[src/rtl/demux2_pkg.sv]
// Shared constants and types for the 1-to-2 stream demultiplexer.
// The optional delivered-beat counters are enabled by defining DEMUX2_COUNT_EN.
package demux2_pkg;

  localparam int unsigned DEMUX2_DEPTH = 2;
  localparam int unsigned DEMUX2_CNT_W = 16;
  localparam int unsigned DEMUX2_WIDTH = 8;

  // Occupancy of one 2-entry FIFO, 0..2
  typedef logic [1:0] occ_t;

  localparam occ_t OccEmpty = 2'd0;
  localparam occ_t OccFull  = 2'd2;

  // Next occupancy given already-qualified push/pop strobes.
  function automatic occ_t occ_next(occ_t occ, logic push, logic pop);
    occ_t res;
    res = occ;
    unique case ({push, pop})
      2'b10:   res = occ + 2'd1;
      2'b01:   res = occ - 2'd1;
      default: res = occ;
    endcase
    return res;
  endfunction

endpackage

[src/rtl/demux2_stream_if.sv]
// Handshake bundle of demux2_stream: one input stream plus select, two output streams.
// slave is the demultiplexer's view; master is the producer/consumer side.
interface demux2_stream_if #(
  parameter int unsigned WIDTH = 8
);

  logic             io_in_valid;
  logic             io_in_ready;
  logic [WIDTH-1:0] io_in_bits;
  logic             io_S;

  logic             io_Y0_valid;
  logic             io_Y0_ready;
  logic [WIDTH-1:0] io_Y0_bits;

  logic             io_Y1_valid;
  logic             io_Y1_ready;
  logic [WIDTH-1:0] io_Y1_bits;

  modport slave (
    input  io_in_valid,
    output io_in_ready,
    input  io_in_bits,
    input  io_S,
    output io_Y0_valid,
    input  io_Y0_ready,
    output io_Y0_bits,
    output io_Y1_valid,
    input  io_Y1_ready,
    output io_Y1_bits
  );

  modport master (
    output io_in_valid,
    input  io_in_ready,
    output io_in_bits,
    output io_S,
    input  io_Y0_valid,
    output io_Y0_ready,
    input  io_Y0_bits,
    input  io_Y1_valid,
    output io_Y1_ready,
    input  io_Y1_bits
  );

endinterface

[src/rtl/demux2_fifo2.sv]
// Two-entry FIFO with 1-bit pointers and explicit occupancy; head reads as zero when empty.
// Reset clears storage as well, so nothing of a discarded beat survives.
module demux2_fifo2
  import demux2_pkg::*;
#(
  parameter int unsigned WIDTH = DEMUX2_WIDTH
) (
  input  logic             clk_i,
  input  logic             rst_ni,
  input  logic             push_i,
  input  logic [WIDTH-1:0] data_i,
  input  logic             pop_i,
  output logic             full_o,
  output logic             empty_o,
  output logic [WIDTH-1:0] head_o
);

  logic [WIDTH-1:0] mem_q [DEMUX2_DEPTH];
  logic [WIDTH-1:0] mem_d [DEMUX2_DEPTH];
  logic             wr_ptr_q, wr_ptr_d;
  logic             rd_ptr_q, rd_ptr_d;
  occ_t             occ_q, occ_d;
  logic             push_ok, pop_ok;

  assign full_o  = (occ_q == OccFull);
  assign empty_o = (occ_q == OccEmpty);
  assign head_o  = empty_o ? '0 : mem_q[rd_ptr_q];

  // Strobes are qualified locally so a misbehaving caller cannot corrupt occupancy.
  assign push_ok = push_i & ~full_o;
  assign pop_ok  = pop_i & ~empty_o;

  always_comb begin
    mem_d    = mem_q;
    wr_ptr_d = wr_ptr_q;
    rd_ptr_d = rd_ptr_q;
    if (push_ok) begin
      mem_d[wr_ptr_q] = data_i;
      wr_ptr_d        = ~wr_ptr_q;
    end
    if (pop_ok) begin
      rd_ptr_d = ~rd_ptr_q;
    end
    occ_d = occ_next(occ_q, push_ok, pop_ok);
  end

  always_ff @(posedge clk_i or negedge rst_ni) begin
    if (!rst_ni) begin
      for (int i = 0; i < DEMUX2_DEPTH; i++) begin
        mem_q[i] <= '0;
      end
      wr_ptr_q <= 1'b0;
      rd_ptr_q <= 1'b0;
      occ_q    <= OccEmpty;
    end else begin
      mem_q    <= mem_d;
      wr_ptr_q <= wr_ptr_d;
      rd_ptr_q <= rd_ptr_d;
      occ_q    <= occ_d;
    end
  end

endmodule

[src/rtl/demux2_stream.sv]
// Registered 1-to-2 stream demultiplexer with an independent 2-entry FIFO per output.
// Defining DEMUX2_COUNT_EN adds 16-bit wrapping delivered-beat counters io_cnt0/io_cnt1.
module demux2_stream
  import demux2_pkg::*;
#(
  parameter int unsigned WIDTH = DEMUX2_WIDTH
) (
  input  logic                    clock,
  input  logic                    reset,
  demux2_stream_if.slave          bus_io
`ifdef DEMUX2_COUNT_EN
  ,
  output logic [DEMUX2_CNT_W-1:0] io_cnt0,
  output logic [DEMUX2_CNT_W-1:0] io_cnt1
`endif
);

  logic             full0, full1;
  logic             empty0, empty1;
  logic [WIDTH-1:0] head0, head1;
  logic             push0, push1;
  logic             pop0, pop1;
  logic             in_fire;

  // Ready looks only at the selected FIFO, never at the consumers.
  assign bus_io.io_in_ready = bus_io.io_S ? ~full1 : ~full0;

  assign in_fire = bus_io.io_in_valid & bus_io.io_in_ready;
  assign push0   = in_fire & ~bus_io.io_S;
  assign push1   = in_fire & bus_io.io_S;

  assign bus_io.io_Y0_valid = ~empty0;
  assign bus_io.io_Y1_valid = ~empty1;
  assign bus_io.io_Y0_bits  = head0;
  assign bus_io.io_Y1_bits  = head1;

  assign pop0 = ~empty0 & bus_io.io_Y0_ready;
  assign pop1 = ~empty1 & bus_io.io_Y1_ready;

  demux2_fifo2 #(
    .WIDTH (WIDTH)
  ) u_fifo0 (
    .clk_i   (clock),
    .rst_ni  (reset),
    .push_i  (push0),
    .data_i  (bus_io.io_in_bits),
    .pop_i   (pop0),
    .full_o  (full0),
    .empty_o (empty0),
    .head_o  (head0)
  );

  demux2_fifo2 #(
    .WIDTH (WIDTH)
  ) u_fifo1 (
    .clk_i   (clock),
    .rst_ni  (reset),
    .push_i  (push1),
    .data_i  (bus_io.io_in_bits),
    .pop_i   (pop1),
    .full_o  (full1),
    .empty_o (empty1),
    .head_o  (head1)
  );

`ifdef DEMUX2_COUNT_EN
  logic [DEMUX2_CNT_W-1:0] cnt0_q, cnt0_d;
  logic [DEMUX2_CNT_W-1:0] cnt1_q, cnt1_d;

  // Natural modulo-2^16 arithmetic provides the FFFF -> 0 wrap.
  always_comb begin
    cnt0_d = cnt0_q;
    cnt1_d = cnt1_q;
    if (pop0) cnt0_d = cnt0_q + DEMUX2_CNT_W'(1);
    if (pop1) cnt1_d = cnt1_q + DEMUX2_CNT_W'(1);
  end

  always_ff @(posedge clock or negedge reset) begin
    if (!reset) begin
      cnt0_q <= '0;
      cnt1_q <= '0;
    end else begin
      cnt0_q <= cnt0_d;
      cnt1_q <= cnt1_d;
    end
  end

  assign io_cnt0 = cnt0_q;
  assign io_cnt1 = cnt1_q;
`endif

endmodule

[src/flat_wrapper.sv]
// flat-port wrapper written by rule: the top's interface ports become plain ports
module demux2_stream_flat import demux2_pkg::*;
#(
  parameter int unsigned WIDTH = DEMUX2_WIDTH
)
  (clock, reset, bus_io_io_in_valid, bus_io_io_in_ready, bus_io_io_in_bits, bus_io_io_S, bus_io_io_Y0_valid, bus_io_io_Y0_ready, bus_io_io_Y0_bits, bus_io_io_Y1_valid, bus_io_io_Y1_ready, bus_io_io_Y1_bits);
  demux2_stream_if #(.WIDTH(WIDTH)) bus_io_i ();
  input  logic clock;
  input  logic reset;
  input wire logic [$bits(bus_io_i.io_in_valid)-1:0] bus_io_io_in_valid;
  output wire logic [$bits(bus_io_i.io_in_ready)-1:0] bus_io_io_in_ready;
  input wire logic [$bits(bus_io_i.io_in_bits)-1:0] bus_io_io_in_bits;
  input wire logic [$bits(bus_io_i.io_S)-1:0] bus_io_io_S;
  output wire logic [$bits(bus_io_i.io_Y0_valid)-1:0] bus_io_io_Y0_valid;
  input wire logic [$bits(bus_io_i.io_Y0_ready)-1:0] bus_io_io_Y0_ready;
  output wire logic [$bits(bus_io_i.io_Y0_bits)-1:0] bus_io_io_Y0_bits;
  output wire logic [$bits(bus_io_i.io_Y1_valid)-1:0] bus_io_io_Y1_valid;
  input wire logic [$bits(bus_io_i.io_Y1_ready)-1:0] bus_io_io_Y1_ready;
  output wire logic [$bits(bus_io_i.io_Y1_bits)-1:0] bus_io_io_Y1_bits;
  assign bus_io_i.io_in_valid = bus_io_io_in_valid;
  assign bus_io_io_in_ready = bus_io_i.io_in_ready;
  assign bus_io_i.io_in_bits = bus_io_io_in_bits;
  assign bus_io_i.io_S = bus_io_io_S;
  assign bus_io_io_Y0_valid = bus_io_i.io_Y0_valid;
  assign bus_io_i.io_Y0_ready = bus_io_io_Y0_ready;
  assign bus_io_io_Y0_bits = bus_io_i.io_Y0_bits;
  assign bus_io_io_Y1_valid = bus_io_i.io_Y1_valid;
  assign bus_io_i.io_Y1_ready = bus_io_io_Y1_ready;
  assign bus_io_io_Y1_bits = bus_io_i.io_Y1_bits;
  demux2_stream #(.WIDTH(WIDTH)) u_core (.clock(clock), .reset(reset), .bus_io(bus_io_i));
endmodule
[config.mk]
export PLATFORM = sky130hd
export DESIGN_NAME = demux2_stream_flat
export DESIGN_NICKNAME = d
export VERILOG_FILES = /design/src/rtl/demux2_pkg.sv /design/src/rtl/demux2_stream_if.sv /design/src/rtl/demux2_fifo2.sv /design/src/rtl/demux2_stream.sv /design/src/flat_wrapper.sv
export SDC_FILE = /design/constraint.sdc
export NUM_CORES = 1
export LEC_CHECK = 0
export ABC_CLOCK_PERIOD_IN_PS = 1800
export CORE_ASPECT_RATIO = 1.1
export CORE_MARGIN = 2
export CORE_UTILIZATION = 45
export CTS_BUF_LIST = sky130_fd_sc_hd__clkbuf_8
export DETAILED_ROUTE_END_ITERATION = 10
export GPL_TIMING_DRIVEN = 0
export PLACE_DENSITY_LB_ADDON = 0.15
export REMOVE_ABC_BUFFERS = 1
export SYNTH_ARGS = -nofsm -noshare
export SYNTH_HDL_FRONTEND = slang
export SYNTH_SLANG_ARGS = --single-unit
[constraint.sdc]
create_clock -name clock -period 1.8 [get_ports clock]
set_input_delay 0.27 -clock clock [delete_from_list [all_inputs] [get_ports clock]]
set_output_delay 0.27 -clock clock [all_outputs]
set_load 0.1 [all_outputs]
### After elaboration in Yosys (flattened, before gate mapping)

Cells that the tools add are included.

| word-level totals | value |
|---|---|
| bits in registers | 40 |
| output and inout bits | 19 |
| word-level logic and storage cells | 71 |

| cells by class | value |
|---|---|
| add/subtract/negate cells | 4 |
| order comparisons | 6 |
| eq/ne operators | 6 |
| multiplexer cells | 17 |
| bitwise operators | 22 |
| reductions and logical operators | 6 |

Operator list:

| cell | count |
|---|---|
| two-way mux 8 bit | 10 |
| bitwise mux 16 bit | 2 |
| demux 8 bit (select 1 bit) | 2 |
| bitwise AND 1 bit | 9 |
| inverter 1 bit | 9 |
| equality test 2 bit, second input constant | 4 |
| >= comparator 2 bit, second input constant | 4 |
| inverter 1 -> 2 bit | 4 |
| one-hot mux 2 bit (2 select lines) | 2 |
| adder 2 x 1 -> 2 bit, second input constant | 2 |
| equality test 2 x 1 -> 1 bit, second input constant | 2 |
| zero test 2 bit | 2 |
| < comparator 2 x 1 -> 1 bit, second input constant | 2 |
| nonzero test 2 bit | 2 |
| subtractor 2 x 1 -> 2 bit, second input constant | 2 |
| logical AND 1 bit | 2 |
| two-way mux 1 bit | 1 |

### Logic depth before layout (Yosys ltp)

Gate-level depths: netlist of run 1.

| depth | value |
|---|---|
| depth after elaboration | 8 |
| mapped depth | 6 |
| depth with buffers taken out | 6 |

### Modules after synthesis

A second synthesis of run 1 with hierarchy kept.

| second synthesis, totals | value |
|---|---|
| cells, all modules | 143 |
| area, all modules | 1870.5 µm² |

By module, submodules not included:

| module | times used | cells an instance | area each (µm²) | seq. area each (µm²) |
|---|---|---|---|---|
| demux2_fifo2 | 2 | 68 | 912.1 | 500.5 |
| demux2_stream | 1 | 7 | 46.3 | 0.0 |

### Worst setup path after synthesis of run 1

OpenSTA, ideal clock, no wires.

| timing | value |
|---|---|
| kind | reg2out |
| from | register u_core.u_fifo1.occ_q[1] |
| to | output bus_io_io_in_ready |
| arrival | 2.068 ns |
| data required time | 1.530 ns |
| path slack | -0.538 ns |
| cell stages (with the launch flop) | 3 |
| path buffers | 0 |
| cell sequence | dfrtp_1 > nor2b_2 > a21oi_1 |

| on the way | value |
|---|---|
| word-level cells in the longest chain between the ends | 3 |

Ends and longest elaborated chain:

| element | RTL line | text |
|---|---|---|
| from (decl) | demux2_fifo2.sv:22 | `occ_t occ_q, occ_d;` |
| from (signal assigned) | demux2_fifo2.sv:54 | `occ_q <= OccEmpty;` |
| equality test 2 bit | demux2_fifo2.sv:25 | `assign full_o = (occ_q == OccFull);` |
| inverter 1 bit | demux2_stream.sv:26 | `assign bus_io.io_in_ready = bus_io.io_S ? ~full1 : ~full0;` |
| two-way mux 1 bit | demux2_stream.sv:26 |  |
| to (decl) | flat_wrapper.sv:11 | `output wire logic [$bits(bus_io_i.io_in_ready)-1:0] bus_io_io_in_ready;` |

Every way passes these cells.

### Worst setup path in the final report of run 1

| timing | value |
|---|---|
| from | register u_core.u_fifo1.rd_ptr_q |
| to | output bus_io_io_Y1_bits[1] |

| on the way | value |
|---|---|
| word-level cells in the longest chain between the ends | 5 |

Ends and longest elaborated chain:

| element | RTL line | text |
|---|---|---|
| from (decl) | demux2_fifo2.sv:21 | `logic rd_ptr_q, rd_ptr_d;` |
| from (signal assigned) | demux2_fifo2.sv:58 | `rd_ptr_q <= rd_ptr_d;` |
| inverter 1 -> 2 bit (not written as such) | demux2_fifo2.sv:27 | `assign head_o = empty_o ? '0 : mem_q[rd_ptr_q];` |
| two-way mux 8 bit (not written as such) (3 in series) | demux2_fifo2.sv:27 |  |
| two-way mux 8 bit | demux2_fifo2.sv:27 |  |
| to (decl) | flat_wrapper.sv:19 | `output wire logic [$bits(bus_io_i.io_Y1_bits)-1:0] bus_io_io_Y1_bits;` |

Every way passes these cells. The select of a mux whose other input is x is not followed.

==> flow_summary.yaml, run 1 <==
clock_network:
  clk_pin_slew_worst_paths_ps: 70
  cts_buffer_depth: 2
  ctsHoldBuffers: 0
  clock_latency_ps: 280
  numClockSinks: 40
  htreeDepth: 2
  cts_root_buf: "clkbuf_8"
  cts_tree: "yes"
  post_cts_buffers: 0
  cts_buffers: 5
detailed_routing:
  firstDrtPassIters: 3
  wl_per_cell_um: 14.9
  drc: 0
  drt_wl_total_um: 3380
  drtAntennaViolNets: 0
  viasPerCell: 5.06
  vias: 1148
  drt_iter0_markers: 24
floorplan:
  die_area_um2: 4680
  std_cell_rows: 24
  die_width_um: 65.4
  die_h_um: 71.6
  core_um2: 3960
  initial_utilization_pct: 47.1
  io_pins: 33
final_layout:
  drive_gt1_share_pct: 39.4
  syn2layout_area_growth_pct: 22.2
  diodes: 0
  n_fill_cell: 348
  finalNonFillerCells: 227
  final_nets: 191
  regArea_um2: 1000
  multiInputGateArea_um2: 848
sta:
  final-setup-viol-count: 0
  finalWorstSetupSlack_ps: 50.9
  relSlewSlack_pct: 41.8
  period_share_pct: 97.2
  worst_pin_slew_ps: 873
  grt_setup_unrepaired: "no"
  post-route-min-period_ps: 1750
  slew_violations: 0
  final_hold_viol_count: 0
  skew_ps: 5.71
  max_freq_mhz: 572
place:
  dp_hpwl_um: 2340
  placed_cells_incl_taps: 220
  port_buffers: 32
  globalplace.congestion: 0.654
  dp_slack_ps: -662
critical_path:
  crit_path_cell_trace: "mux2i_1 > nor2_1 > buf_2"
  rrSetupSlack_ps: 160
  crit_type: "reg2out"
  cp_data_arrival_time_ps: 1480
  r2r-start: "u_core.u_fifo0.occ_q[0]"
  max_stage_delay_ps: 520
  rr_worst_depth: 3
  worst_ep_required_time_ps: 1530
  cp-start-kind: "register"
  cp-end-kind: "output pin"
  worst-path-max-fanout: 9
  r2r_end: "u_core.u_fifo0.mem_q[15]"
  slowest_stage: "dfrtp_2"
synth:
  synth_warnings: 0
  syn_inst: 140
  syn-cell-area_um2: 1870
  synth_fa_ha_area_share_pct: 1.34
  muxShareOfSynthArea_pct: 27.9
  yosysSeqAreaShare_pct: 53.6
  synth-xor-area-share_pct: 4.69
  synth_top_family_by_area: "multiplexers"
  synth-compound-area-share_pct: 0.268
  ys_seq_elements: 40
  yosys.area_share.simple_pct: 10.6
  yosys.cell_types.count: 24
  avgSynthCellArea_um2: 13.3
global_route:
  antenna_found_initial: 0
  grt_max_degree: 41
  grt_pass1_vias: 1161
  grtUsageTotal_pct: 16.4
  grt_pass1_wl_um: 5630
  grt_overflow_total: 0
min_path:
  hp-class: "in2async"
run:
  max-cap-violations: 0
status:
  run_status: "completed"
-- cells in the final DEF, fill, tap and decap left out, drive strengths merged --
master / instances
nor2b: 3
xor2: 4
dfrtp: 40
nand4: 1
nand4b: 1
nor2: 21
nand2: 1
ha: 2
or2b: 1
mux2i: 16
mux2: 32
buf: 6
clkdlybuf4s50: 12
and4bb: 1
nand2b: 1
clkbuf: 21
a21oi: 1
nand3b: 1
xnor2: 6
inv: 2
nor3: 1
nand3: 1
-- logic make-up (layout without fill, tap and decap cells) --
kind of cell	after synthesis	in the layout
XOR/XNOR	10	10
AO/OA/AOI/OAI	1	1
buffers and inverters	6	41
flip-flops	40	40
multiplexers	48	48
adder cells (fa/ha/maj)	2	2
AND/OR/NAND/NOR	33	33
-- area by class of cell --
cell class / instances / share of cell area (%)
clock buffers: 7 / 4.22
inverters: 2 / 0.329
multi-input cells: 94 / 37.2
flip-flops and latches: 40 / 44.0
well taps: 52 / 2.85
repair buffers: 32 / 11.4
-- layer usage --
metal  global-route usage (%)  wire length (um)
met4                     6.25                25
met5                        0                 0
met3                     5.02               143
met2                     26.9              1740
met1                     20.3              1470
-- through the flow --
stage / hold slack [ps] / setup TNS (ps) / utilization (%) / area [um2]
after floorplan: -25.6 / -7120 / - / 1840
after global placement: 487 / -27460 / 56.3 / 2230
after detailed placement: 430 / -12070 / 56.1 / 2220
after CTS: 116 / 0 / 56.7 / 2250
after global routing: 158 / 0 / 57.5 / 2280
final: 97.6 / 0 / 57.5 / 2280
-- critical path: cells and delay by family (launching register included) --
family / cells / cell delay [ps]
flip-flops: 1 / 520
buffers and inverters: 1 / 430
multiplexers: 1 / 150
AND/OR/NAND/NOR: 1 / 90
-- registers in the layout, indices dropped and copies added (netlist names) --
name,cells
u_core.u_fifo0.mem_q,16
u_core.u_fifo0.occ_q,2
u_core.u_fifo1.wr_ptr_q,1
u_core.u_fifo1.mem_q,16
u_core.u_fifo0.rd_ptr_q,1
u_core.u_fifo0.wr_ptr_q,1
u_core.u_fifo1.rd_ptr_q,1
u_core.u_fifo1.occ_q,2
-- synth_stat cells --
cell type,n,share of area (%)
a21oi_1,1,0.27
and4bb_1,1,0.67
buf_2,2,0.54
buf_4,1,0.40
clkbuf_2,1,0.27
dfrtp_1,40,54
ha_1,2,1.3
inv_1,2,0.40
mux2_2,32,19
mux2i_1,16,8.6
nand2_1,1,0.20
nand2b_4,1,0.74
nand3_1,1,0.27
nand3b_1,1,0.40
nand4_2,1,0.67
nand4b_2,1,0.80
nor2_1,20,4.0
nor2_2,1,0.34
nor2b_1,2,0.67
nor2b_2,1,0.47
nor3_4,1,0.87
or2b_2,1,0.47
xnor2_1,6,2.8
xor2_1,4,1.9
-- how the worst max path moves through the flow --
stage / cells past startpoint / slack (ps) / end / start
floorplan: 2 / -540 / bus_io_io_in_ready / u_core.u_fifo1.occ_q[1]
global placement: 4 / -660 / bus_io_io_in_ready / bus_io_io_S
detailed placement: 4 / -660 / bus_io_io_in_ready / bus_io_io_S
CTS: 3 / 8 / bus_io_io_Y0_bits[6] / u_core.u_fifo0.rd_ptr_q
global route: 3 / 1 / bus_io_io_Y1_bits[1] / u_core.u_fifo1.rd_ptr_q
finish: 3 / 50 / bus_io_io_Y1_bits[1] / u_core.u_fifo1.rd_ptr_q
-- repair_timing --
action | CTS | global route
endpoints found under the setup margin | 21 | 14
pin swaps | 0 | 0
gates resized for setup | 102 | 14
Power of run 1 is left out: the tool's default activity adds up to more than one toggle a clock period on the data nets, which glitch-free logic cannot reach.
==> run 2: changes to the inputs <==
GPL_TIMING_DRIVEN = unset   (was 0)
==> run 2 against run 1 <==
  * Wire length is 5.4% higher
  * Final area increased by 12%
  * Critical path depth increased by 1
  * Die area unchanged
  * Critical path type unchanged
  * Largest cell class unchanged
  * Highest routed layer unchanged
==> flow_summary.yaml, run 2 (synthesized netlist as in run 1, its figures left out) <==
global_route:
  grt_overflow_total: 0
  grtUsageTotal_pct: 17.6
  grt_max_degree: 41
  antenna_found_initial: 0
  grt_pass1_wl_um: 6160
  grt_pass1_vias: 1324
critical_path:
  slowest_stage: "dfrtp_1"
  worst-path-max-fanout: 8
  cp-end-kind: "output pin"
  crit_type: "reg2out"
  max_stage_delay_ps: 420
  crit_path_cell_trace: "nor2_1 > buf_4 > nor2_1 > buf_12"
  cp_data_arrival_time_ps: 1450
  critPathMostFrequentCell: "nor2_1"
  worst_ep_required_time_ps: 1530
  cp-start-kind: "register"
final_layout:
  finalNonFillerCells: 233
  drive_gt1_share_pct: 40.9
  regArea_um2: 1000
  final_nets: 197
  multiInputGateArea_um2: 836
  design_area_um2: 2560
  final_common_cell: "dfrtp_1"
  layout_common_cells: "dfrtp_1 (38), mux2_2 (32), nor2_1 (20), buf_12 (19), mux2i_1 (16)"
  diodes: 0
  n_fill_cell: 316
  syn2layout_area_growth_pct: 37.1
  largestRegisters: "u_core.u_fifo0.mem_q x16, u_core.u_fifo1.mem_q x16"
floorplan:
  die_area_um2: 4680
  std_cell_rows: 24
  initial_utilization_pct: 47.1
  die_h_um: 71.6
  io_pins: 33
  core_um2: 3960
  die_width_um: 65.4
sta:
  final_hold_viol_count: 0
  relSlewSlack_pct: 67.0
  period_share_pct: 95.3
  slew_violations: 0
  worst_pin_slew_ps: 495
  hold_ws_ps: 26.9
  skew_ps: 4.84
  grt_setup_unrepaired: "no"
  final-setup-viol-count: 0
  max_freq_mhz: 583
  fin_setup_tns_ps: 0
  post-route-min-period_ps: 1720
place:
  placed_cells_incl_taps: 226
  port_buffers: 32
  place_area_um2: 2460
  dp_hpwl_um: 2660
  globalplace.congestion: 0.686
clock_network:
  cts_root_buf: "clkbuf_8"
  cts_buffers: 5
  cts_tree: "yes"
  cts_buffer_depth: 2
  numClockSinks: 40
  htreeDepth: 2
  clk_pin_slew_worst_paths_ps: 70
  clock_latency_ps: 290
  post_cts_buffers: 0
detailed_routing:
  wirelength_met1_um: 1480
  top_layer: "met4"
  drtAntennaViolNets: 0
  routed-wl-met2_um: 1900
  vias: 1200
  viasPerCell: 5.15
  wl_met3_um: 134
  drt_wl_total_um: 3560
  wl_per_cell_um: 15.3
  drc: 0
  firstDrtPassIters: 3
  drt_iter0_markers: 21
status:
  run_status: "completed"
min_path:
  hp-class: "in2async"
run:
  max-cap-violations: 0
run 2: changes by cell type in the layout (fill, tap and decap cells not counted), sizes merged:
cell    before  now
clkbuf      21    7
buf          6   26
run 2: final timing paths:
kind / from / to / cells past startpoint / slack, ps
max in group asynchronous: reset / u_core.u_fifo0.rd_ptr_q / 2 / 1400
min reg2reg: u_core.u_fifo1.mem_q[9] / u_core.u_fifo1.mem_q[9] / 1 / 510
min in group clock: u_core.u_fifo1.mem_q[9] / u_core.u_fifo1.mem_q[9] / 1 / 510
max: u_core.u_fifo0.occ_q[1] / bus_io_io_Y0_bits[2] / 4 / 80
min: reset / u_core.u_fifo1.occ_q[0] / 2 / 30
max reg2reg: u_core.u_fifo1.occ_q[0] / u_core.u_fifo1.occ_q[1] / 5 / 220
run 2: what timing repair did:
action | in CTS | in global routing
setup endpoints to repair | 5 | 0
hold buffers | 0 | 0
resized for setup | 2 | 0
run 2: area by class of cell:
cell class | count | area share [%]
timing repair buffer | 38 | 21.5
inverter | 2 | 0.293
tap | 52 | 2.54
multi-input combinational | 94 | 32.7
clock buffer | 7 | 3.77
sequential | 40 | 39.2
run 2: through the flow:
stage / util [%] / worst slack, ps
finish: 64.6 / 84.5
CTS: 64.6 / 68.7
global placement: 62.1 / 37.2
floorplan: - / -538
detailed placement: 62.1 / -14.9
global route: 64.6 / 2.87
run 2: layer usage:
layer	vias up	track usage, %
met5	-	0
met4	0	6.94
met3	7	3.30
met2	20	30.4
met1	610	21.7
li1	563	-
run 2: worst max-delay path, delay by kind of cell, from the launching register on:
kind | cells | cell delay, ps
simple gates | 2 | 350
flops | 1 | 420
buf+inv | 2 | 390
Power of run 2 is left out for the same reason.
==> run 3: changes to the inputs <==
ABC_AREA = 1   (was unset)
==> run 3 against run 2 <==
  * Critical path depth stayed put
  * Global-route usage up 4.5 points
  * Sequential cell count is the same
  * Sequential share of layout area shrank 2.7 points
  * Utilization is 0.46 points lower
  * Register-to-register slack gained 90 ps
  * Hold slack about the same
  * Cell count rose by 46%
  * Non-clock buffer count up 9
  * Synthesized area grew 7.0%
  * Critical endpoint is now bus_io_io_Y0_bits[7]
  * Highest routed layer unchanged
==> flow_summary.yaml, run 3 <==
floorplan:
  die_h_um: 73.9
  die_area_um2: 4990
  core_um2: 4290
  io_pins: 33
  die_width_um: 67.5
  std_cell_rows: 25
  initial_utilization_pct: 46.6
global_route:
  grt_pass1_vias: 1719
  grt_overflow_total: 0
  use_met2_pct: 34.0
  antenna_found_initial: 0
  grt_use_met1_pct: 30.3
  grt-busiest-layer: "met2"
  grt_pass1_wl_um: 8140
  grt_util_met3_pct: 4.75
  grt_max_degree: 41
  grtUsageTotal_pct: 22.1
sta:
  worst_pin_slew_ps: 506
  grt_setup_unrepaired: "no"
  relSlewSlack_pct: 66.3
  skew_ps: 4.93
  period_share_pct: 95.4
  max_freq_mhz: 583
  slew_violations: 0
  finalWorstSetupSlack_ps: 83.6
  final-setup-viol-count: 0
  final_hold_viol_count: 0
  post-route-min-period_ps: 1720
clock_network:
  cts_buffer_depth: 2
  numClockSinks: 40
  clock_latency_ps: 290
  cts_root_buf: "clkbuf_8"
  cts_tree: "yes"
  ctsHoldBuffers: 0
  post_cts_buffers: 0
  htreeDepth: 2
  cts_buffers: 5
  clk_pin_slew_worst_paths_ps: 70
critical_path:
  cp-end-kind: "output pin"
  worst-path-max-fanout: 7
  worst_ep_required_time_ps: 1530
  rrSetupSlack_ps: 310
  rr_worst_depth: 7
  cp_data_arrival_time_ps: 1450
  crit_type: "reg2out"
  cp-start-kind: "register"
  r2r-start: "u_core.u_fifo0.occ_q[0]"
  r2r_end: "u_core.u_fifo0.occ_q[1]"
final_layout:
  final_common_cell: "nand2_1"
  syn2layout_area_growth_pct: 37.5
  drive_gt1_share_pct: 20.9
  final_nets: 302
  diodes: 0
  largestRegisters: "u_core.u_fifo0.mem_q x16, u_core.u_fifo1.mem_q x16"
  n_fill_cell: 344
  regArea_um2: 1000
  layout_common_cells: "nand2_1 (108), dfrtp_1 (38), nand4_1 (34), buf_12 (19), buf_4 (15)"
  multiInputGateArea_um2: 890
synth:
  yosys.cell_types.count: 20
  synth_largest_area_cell: "dfrtp_1"
  yosysSeqAreaShare_pct: 50.1
  ys_seq_elements: 40
  synthDominantCellAreaShare_pct: 50.1
  avgSynthCellArea_um2: 8.25
  synthTopCellsByCount: "nand2_1 (108), dfrtp_1 (40), nand4_1 (34), a21oi_1 (16), inv_1 (11)"
  synth_flop_cell: "dfrtp_1"
  synth_warnings: 0
  synth_enable_flop_cells: 0
  synth_area_leaders: "dfrtp_1 (50%), nand2_1 (20%), nand4_1 (11%)"
  syn_inst: 242
  async_flop_share_pct: 100
  yosysMostFrequentCell: "nand2_1"
  syn-cell-area_um2: 2000
detailed_routing:
  drtAntennaViolNets: 0
  wl_per_cell_um: 13.7
  drt_wl_total_um: 4670
  vias: 1783
  viasPerCell: 5.23
  firstDrtPassIters: 4
  drc: 0
  drt_iter0_markers: 86
place:
  globalplace.congestion: 0.806
  port_buffers: 32
  dp_hpwl_um: 3150
  dp_slack_ps: -4.14
status:
  run_status: "completed"
run:
  max-cap-violations: 0
min_path:
  hp-class: "in2async"
## run 3: final cells by class
type	instances	area share [%]
multi-input cells	177	32.4
well taps	54	2.46
inverters	15	2.05
repair buffers	47	22.5
clock inverters	3	1.55
clock buffers	5	2.51
flip-flops and latches	40	36.5
## run 3: how the worst max path moves through the flow
stage                                  from                       to  slack, ps
global placement                bus_io_io_S  u_core.u_fifo0.occ_q[1]         40
detailed placement              bus_io_io_S  u_core.u_fifo0.occ_q[1]         -4
CTS                 u_core.u_fifo0.occ_q[1]     bus_io_io_Y0_bits[1]          1
floorplan           u_core.u_fifo0.rd_ptr_q     bus_io_io_Y0_bits[0]       -630
finish              u_core.u_fifo0.occ_q[0]     bus_io_io_Y0_bits[7]         80
global route        u_core.u_fifo0.rd_ptr_q     bus_io_io_Y0_bits[7]          8
## run 3: per-stage QoR
stage          hold slack (ps)  cells  TNS, ps  instance area (um2)  util (%)
2_1_floorplan            -25.6    232   -10050                 1930         -
4_1_cts                   38.5    341        0                 2720      63.6
3_3_place_gp               361    333        0                 2610      61.0
3_5_place_dp               359    333    -4.14                 2610      61.0
5_1_grt                   52.2    341        0                 2750      64.1
6_report                  27.1    341        0                 2750      64.1
## run 3: layer usage
layer | up-vias | routed length [um]
li1 | 888 | -
met1 | 845 | 2090
met2 | 46 | 2300
met3 | 4 | 230
met4 | 0 | 45
met5 | - | 0
## run 3: logic make-up (layout without fill, tap and decap cells)
kind of cell | Yosys count | in the layout | synth area share, %
AO/OA/AOI/OAI | 18 | 18 | 5.64
flip-flops | 40 | 40 | 50.1
adder cells (fa/ha/maj) | 2 | 2 | 1.25
XOR/XNOR | 6 | 6 | 2.63
buffers and inverters | 25 | 70 | 6.33
AND/OR/NAND/NOR | 151 | 151 | 34.0
## run 3: repair_timing
| item | in CTS | in global routing |
|---|---|---|
| resized for setup | 1 | 8 |
| setup endpoints to repair | 2 | 16 |
| gates cloned | 0 | 0 |
## run 3: worst max-delay path: stages (launching register included)
cell and delay, ps:
dfrtp_1 470, nor2_4 70, buf_4 170, a21oi_1 230, buf_12 210
Power of run 3 is left out for the same reason.
